**config.mk**
```make
export PLATFORM = sky130hd
export DESIGN_NAME = crossyroad_lanes
export DESIGN_NICKNAME = d
export VERILOG_FILES = /design/src/rtl/crossyroad_lanes.sv
export SDC_FILE = /design/constraint.sdc
export NUM_CORES = 1
export LEC_CHECK = 0
export ABC_CLOCK_PERIOD_IN_PS = 9550
export BUFFER_PORTS_ARGS = -buffer_cell sky130_fd_sc_hd__buf_2
export CORE_MARGIN = 2
export CORE_UTILIZATION = 44
export DETAILED_ROUTE_END_ITERATION = 16
export PLACE_DENSITY = 0.6
export RECOVER_POWER = 50
export SLEW_MARGIN = 20
export SYNTH_ARGS = -nofsm -noshare
export SYNTH_HDL_FRONTEND = slang
export SYNTH_SLANG_ARGS = --single-unit
```
**constraint.sdc**
```tcl
create_clock -name i_clk -period 9.55 [get_ports i_clk]
set_input_delay 0.4775 -clock i_clk [delete_from_list [all_inputs] [get_ports i_clk]]
set_output_delay 0.4775 -clock i_clk [all_outputs]
set_load 0.03 [all_outputs]
```
**src/rtl/crossyroad_lanes.sv**
```systemverilog
// Crossy-road lane engine: scrolling obstacle lanes, chicken row/score/lives FSM,
// pixel-level collision detection and a registered colour for the current scan position.
module crossyroad_lanes #(
  parameter int unsigned NUM_LANES   = 3,
  parameter int unsigned LANE_HEIGHT = 40,
  parameter int unsigned OBS_WIDTH   = 50,
  parameter int unsigned LIVES       = 3,
  parameter int unsigned HIT_FRAMES  = 30,
  parameter int unsigned OB_X_OFFSET = 250
) (
  input  logic       i_clk,
  input  logic       i_rst_n,
  input  logic       i_move,
  input  logic [9:0] i_hpos,
  input  logic [9:0] i_vpos,
  input  logic       i_display_on,
  input  logic       i_frame_tick,
  output logic [2:0] o_rgb,
  output logic [6:0] o_score,
  output logic [2:0] o_lives,
  output logic [1:0] o_state,
  output logic       o_collision
);

  localparam int unsigned X_W      = 10;
  localparam int unsigned ROW_W    = 4;
  localparam int unsigned FC_W     = ($clog2(HIT_FRAMES + 1) < 3) ? 3 : $clog2(HIT_FRAMES + 1);
  localparam int unsigned SCREEN_W = 640;
  localparam int unsigned ROW0_Y   = 80;
  localparam int unsigned INSET    = 5;
  localparam int unsigned CHICK_X0 = 310;
  localparam int unsigned CHICK_X1 = 340;
  localparam int unsigned SCORE_MAX = 99;

  typedef enum logic [1:0] {
    ST_IDLE = 2'b00,
    ST_PLAY = 2'b01,
    ST_HIT  = 2'b10,
    ST_OVER = 2'b11
  } state_e;

  state_e           state_q, state_d;
  logic [6:0]       score_q, score_d;
  logic [2:0]       lives_q, lives_d;
  logic [ROW_W-1:0] row_q, row_d;
  logic [FC_W-1:0]  fc_q, fc_d;
  logic             move_prev_q, move_prev_d;
  logic [2:0]       rgb_q, rgb_d;
  logic             coll_q, coll_d;
  logic [X_W-1:0]   obs_x_q [NUM_LANES];
  logic [X_W-1:0]   obs_x_d [NUM_LANES];

  logic             move_edge;
  logic [X_W-1:0]   speed;
  logic [15:0]      chick_top;
  logic             chick_hit;
  logic             obs_hit;
  logic             coll_now;

  function automatic logic in_row(input logic [15:0] y, input logic [15:0] top);
    return (y >= top + 16'(INSET)) && (y < top + 16'(LANE_HEIGHT) - 16'(INSET));
  endfunction

  // Distance from an obstacle's left edge to the scan x, wrapping across the right edge.
  function automatic logic [15:0] x_dist(input logic [X_W-1:0] h, input logic [X_W-1:0] x0);
    if (h >= x0) return 16'(h) - 16'(x0);
    else         return 16'(h) + 16'(SCREEN_W) - 16'(x0);
  endfunction

  function automatic logic [X_W-1:0] wrap_add(input logic [X_W-1:0] x, input logic [X_W-1:0] s);
    logic [X_W:0] t;
    t = {1'b0, x} + {1'b0, s};
    if (t >= (X_W+1)'(SCREEN_W)) t = t - (X_W+1)'(SCREEN_W);
    return X_W'(t);
  endfunction

  function automatic logic [X_W-1:0] wrap_sub(input logic [X_W-1:0] x, input logic [X_W-1:0] s);
    logic [X_W:0] t;
    if (x >= s) t = {1'b0, x} - {1'b0, s};
    else        t = {1'b0, x} + (X_W+1)'(SCREEN_W) - {1'b0, s};
    return X_W'(t);
  endfunction

  assign move_edge = i_move & ~move_prev_q;

  // Pixel coverage of the chicken and of any obstacle at the current scan position.
  always_comb begin : pixel_hits
    speed     = (score_q[6:3] >= 4'd3) ? X_W'(4) : X_W'(score_q[6:3]) + X_W'(1);
    chick_top = 16'(ROW0_Y) + 16'(row_q) * 16'(LANE_HEIGHT);
    chick_hit = (i_hpos >= 10'(CHICK_X0)) && (i_hpos < 10'(CHICK_X1)) &&
                in_row(16'(i_vpos), chick_top);
    obs_hit   = 1'b0;
    for (int unsigned k = 0; k < NUM_LANES; k++) begin
      if (in_row(16'(i_vpos), 16'(ROW0_Y + k * LANE_HEIGHT)) &&
          (x_dist(i_hpos, obs_x_q[k]) < 16'(OBS_WIDTH)))
        obs_hit = 1'b1;
    end
    coll_now = i_display_on & chick_hit & obs_hit;
  end

  always_comb begin : next_state
    state_d     = state_q;
    score_d     = score_q;
    lives_d     = lives_q;
    row_d       = row_q;
    fc_d        = fc_q;
    coll_d      = 1'b0;
    move_prev_d = i_move;
    obs_x_d     = obs_x_q;
    rgb_d       = 3'b000;

    unique case (state_q)
      ST_IDLE: if (move_edge) begin
        state_d = ST_PLAY;
        score_d = 7'd0;
        lives_d = 3'(LIVES);
        row_d   = ROW_W'(NUM_LANES);
      end
      ST_PLAY: begin
        // A collision in the same cycle as a move edge swallows the move.
        if (coll_now) begin
          coll_d  = 1'b1;
          lives_d = lives_q - 3'd1;
          row_d   = ROW_W'(NUM_LANES);
          fc_d    = '0;
          state_d = ST_HIT;
        end else if (move_edge) begin
          if (row_q != '0) begin
            row_d = row_q - ROW_W'(1);
          end else begin
            row_d = ROW_W'(NUM_LANES);
            if (score_q != 7'(SCORE_MAX)) score_d = score_q + 7'd1;
          end
        end
      end
      ST_HIT: if (i_frame_tick) begin
        if (fc_q == FC_W'(HIT_FRAMES - 1)) begin
          fc_d    = '0;
          state_d = (lives_q != 3'd0) ? ST_PLAY : ST_OVER;
        end else begin
          fc_d = fc_q + FC_W'(1);
        end
      end
      ST_OVER: if (move_edge) state_d = ST_IDLE;
      default: state_d = ST_IDLE;
    endcase

    if (i_frame_tick && ((state_q == ST_PLAY) || (state_q == ST_HIT))) begin
      for (int unsigned k = 0; k < NUM_LANES; k++) begin
        obs_x_d[k] = ((k % 2) == 0) ? wrap_add(obs_x_q[k], speed) : wrap_sub(obs_x_q[k], speed);
      end
    end

    if (!i_display_on)          rgb_d = 3'b000;
    else if (chick_hit && obs_hit) rgb_d = 3'b011;
    else if (obs_hit)           rgb_d = 3'b100;
    else if (chick_hit)         rgb_d = ((state_q == ST_HIT) && fc_q[2]) ? 3'b011 : 3'b010;
    else                        rgb_d = (state_q == ST_OVER) ? 3'b101 : 3'b001;
  end

  always_ff @(posedge i_clk or negedge i_rst_n) begin
    if (!i_rst_n) begin
      state_q     <= ST_IDLE;
      score_q     <= 7'd0;
      lives_q     <= 3'(LIVES);
      row_q       <= ROW_W'(NUM_LANES);
      fc_q        <= '0;
      move_prev_q <= 1'b0;
      rgb_q       <= 3'b000;
      coll_q      <= 1'b0;
      for (int unsigned k = 0; k < NUM_LANES; k++)
        obs_x_q[k] <= X_W'((k * OB_X_OFFSET) % SCREEN_W);
    end else begin
      state_q     <= state_d;
      score_q     <= score_d;
      lives_q     <= lives_d;
      row_q       <= row_d;
      fc_q        <= fc_d;
      move_prev_q <= move_prev_d;
      rgb_q       <= rgb_d;
      coll_q      <= coll_d;
      obs_x_q     <= obs_x_d;
    end
  end

  assign o_rgb       = rgb_q;
  assign o_score     = score_q;
  assign o_lives     = lives_q;
  assign o_state     = state_q;
  assign o_collision = coll_q;

endmodule

```
==> results.toml <==
[pwr]
p_leak_nw = 3.444
ir_drop_uv = 131.7
power_density_nw_per_um2 = 342.7

[setup_path]
start_kind = "flop"
arrival_ns = 4.95
path_class = "reg -> reg"
end_kind = "flop"
path_max_fanout = 14
cp_data_required_time_ns = 9.75

[placed_design]
port_buffers = 40
hpwl_um = 14160
place_area_um2 = 7505
routabilityCongestion = 0.8597
dpl_worst_slack_ns = 4.836

[status]
violations = "capacitance limit, slew limit"
outcome = "complete, but fails checks"

[cts]
ctsResizeCount = 0
clock_sinks = 56
numCtsBuffers = 5
holdBufCountCts = 0
cts_root_buf = "clkbuf_16"
clk_pin_slew_worst_paths_ns = 0.07
cts_tree = "built"
clock_path_buffers = 2
post_cts_buffers = 0
worstSkewPairLatency_ns = 0.30
htreeDepth = 2

[cells_and_area]
post_route_cells_drive_above_1_share = 0.08114
area_delta_synth_final_pct = 7.781
fillerInstances = 1575
antennaDiodeCount = 0
final_cell_area_um2 = 7644
final_nets = 1047

[timing]
period_minus_slack_ns = 4.749
rsz0062_at_grt = "no"
fin_crit_sh = 0.4973
worst_pin_slew_ns = 3.114
finalHoldViolCount = 0
holdWs_ns = 0.3226
slew_headroom = -1.076
setup_tns_ns = 0
setup_viol = 0
fmax_ghz = 0.2106
fin_ws_ns = 4.801
drv_slew = 57
clock_skew_ns = 0.006291

[floorplanning]
core_um2 = 15830
dieArea_um2 = 17150
die_w_um = 131.0
die_y_um = 131.0
rows = 46
pin_count = 41
start_util = 0.4481

[logic_synthesis]
yosys-top-cells-area = "ha_1 18%, dfrtp_1 14%, dfstp_2 5.9%"
yosysWarnings = 0
synth_top_area_frac = 0.1764
ys_async_sr_fraction = 1.000
synth.distinct_cells = 79
synth-edff-count = 0
ys_seq_elements = 56
yosysSeqAreaShare = 0.2004
netlist_area_um2 = 7092
synth_largest_area_cell = "ha_1"
syn_area_per_cell_um2 = 8.096
synthTopCellsByCount = "100 x ha_1, 75 x inv_1, 74 x nand2_1, 66 x a21oi_1, 64 x nor2_1"
syn_inst = 876
post-synth-top-count-cell = "ha_1"
ys.flop_type = "dfrtp_1"

[routing]
vias = 6505
drt-initial-drc-count = 398
wl_per_cell_um = 15.88
viasPerCell = 5.767
drcViolationCount = 0
dr.pass1.iters = 5
ant_nets = 0
wl_um = 17910

[global_route]
antenna_found_initial = 0
grt_pass1_vias = 6014
gr-usage-all-layers = 0.2170
grt-ovfl-total = 0
grt_start_max_net_pins = 57
grt_pass1_wl_um = 29870

[job]
maxCapViolCount = 1

[worst_hold_path]
worstHoldPathType = "in -> reg"
==> where the power goes <==
part	internal (mW)	switching, mW	total [mW]
Clock	0.105	0.0927	0.198
Sequential	0.354	0.103	0.457
Combinational	0.806	1.16	1.96
Total	1.27	1.35	2.62
==> per-stage QoR <==
stage	cells	total power, mW	util
3_5_place_dp	1120	2.398	0.4742
2_1_floorplan	882	1.998	-
3_3_place_gp	1120	2.400	0.4742
4_1_cts	1128	2.614	0.4838
6_report	1128	2.619	0.4829
5_1_grt	1128	2.915	0.4829
==> layer usage <==
layer  track usage  wire length (um)  up-vias  share of wire
met5             0                 0        -              0
met4       0.05632               255        0          0.014
met3       0.01588               528       19          0.029
met2        0.3353              7746      114           0.43
li1              -                 -     3293              -
met1        0.3270              9383     3079           0.52
==> area by class of cell <==
class,count,area (um^2),area share
Clock buffer,6,138.9,0.01817
Tap cell,216,270.3,0.03536
Inverter,76,285.3,0.03732
Clock inverter,2,13.76,0.001801
Timing Repair Buffer,42,201.4,0.02635
Sequential cell,56,1421,0.1860
Multi-Input combinational cell,730,5313,0.6950
==> worst max-delay path, stage by stage (launching register included) <==
cell      delay, ns
dfstp_2        0.60
ha_1           0.25
ha_1           0.21
inv_1          0.07
fa_1           0.45
xnor2_1        0.40
xor2_1         0.19
ha_1           0.26
a211o_1        0.29
a21oi_1        0.10
o21ai_0        0.09
a31o_2         0.23
a21oi_1        0.18
o2111a_1       0.30
nor2_1         0.08
a31oi_2        0.55
a31oi_1        0.16
a41o_1         0.23
==> state kept, by name, indices dropped and copies added, names as in the netlist <==
| register | count |
|---|---|
| obs_x_q | 30 |
| o_score | 7 |
| fc_q | 5 |
| row_q | 4 |
| o_lives | 3 |
| o_rgb | 3 |
| o_state | 2 |
| move_prev_q | 1 |
| o_collision | 1 |
==> cells by family (layout without fill, tap and decap cells) <==
| logic type | count (synthesis) | after routing | synth area share |
|---|---|---|---|
| XOR/XNOR | 46 | 46 | 0.05681 |
| buffers and inverters | 96 | 126 | 0.05363 |
| AO/OA/AOI/OAI | 288 | 288 | 0.2791 |
| AND/OR/NAND/NOR | 263 | 263 | 0.1808 |
| flip-flops | 56 | 56 | 0.2004 |
| other | 2 | 8 | 0.001059 |
| multiplexers | 14 | 14 | 0.02064 |
| adder cells (fa/ha/maj) | 111 | 111 | 0.2075 |
==> layout by cell type (no fill, tap or decap), types with 6 or more instances in the layout <==
cell type,instances
a211oi_1,8
a21o_1,23
a21oi_1,66
a311oi_1,6
a31oi_1,14
and2_1,7
and3_1,9
buf_2,32
clkbuf_1,9
conb_1,8
dfrtp_1,40
dfstp_2,16
fa_1,11
ha_1,100
inv_1,75
mux2i_1,9
nand2_1,74
nand2b_1,7
nand3_1,18
nand4_1,13
nor2_1,64
nor2b_1,11
nor3_1,22
nor3b_1,6
nor4_1,9
o211ai_1,10
o21a_1,15
o21ai_0,54
o21ai_1,7
o21bai_1,6
or3_1,9
xnor2_1,31
xor2_1,15
==> worst paths after layout <==
kind                           from     endpoint  slack, ns  depth (start not counted)
setup / recovery           row_q[1]   o_state[1]       4.80                         17
hold / removal               i_move  move_prev_q       0.32                          1
setup reg to reg           row_q[1]   o_state[1]       4.80                         17
hold reg to reg             fc_q[4]      fc_q[4]       0.49                          1
max in group asynchronous   i_rst_n     o_rgb[0]       6.51                          2
min in group asynchronous   i_rst_n   obs_x_q[3]       1.30                          2
No activity file was read; power rests on OpenSTA's default activity.
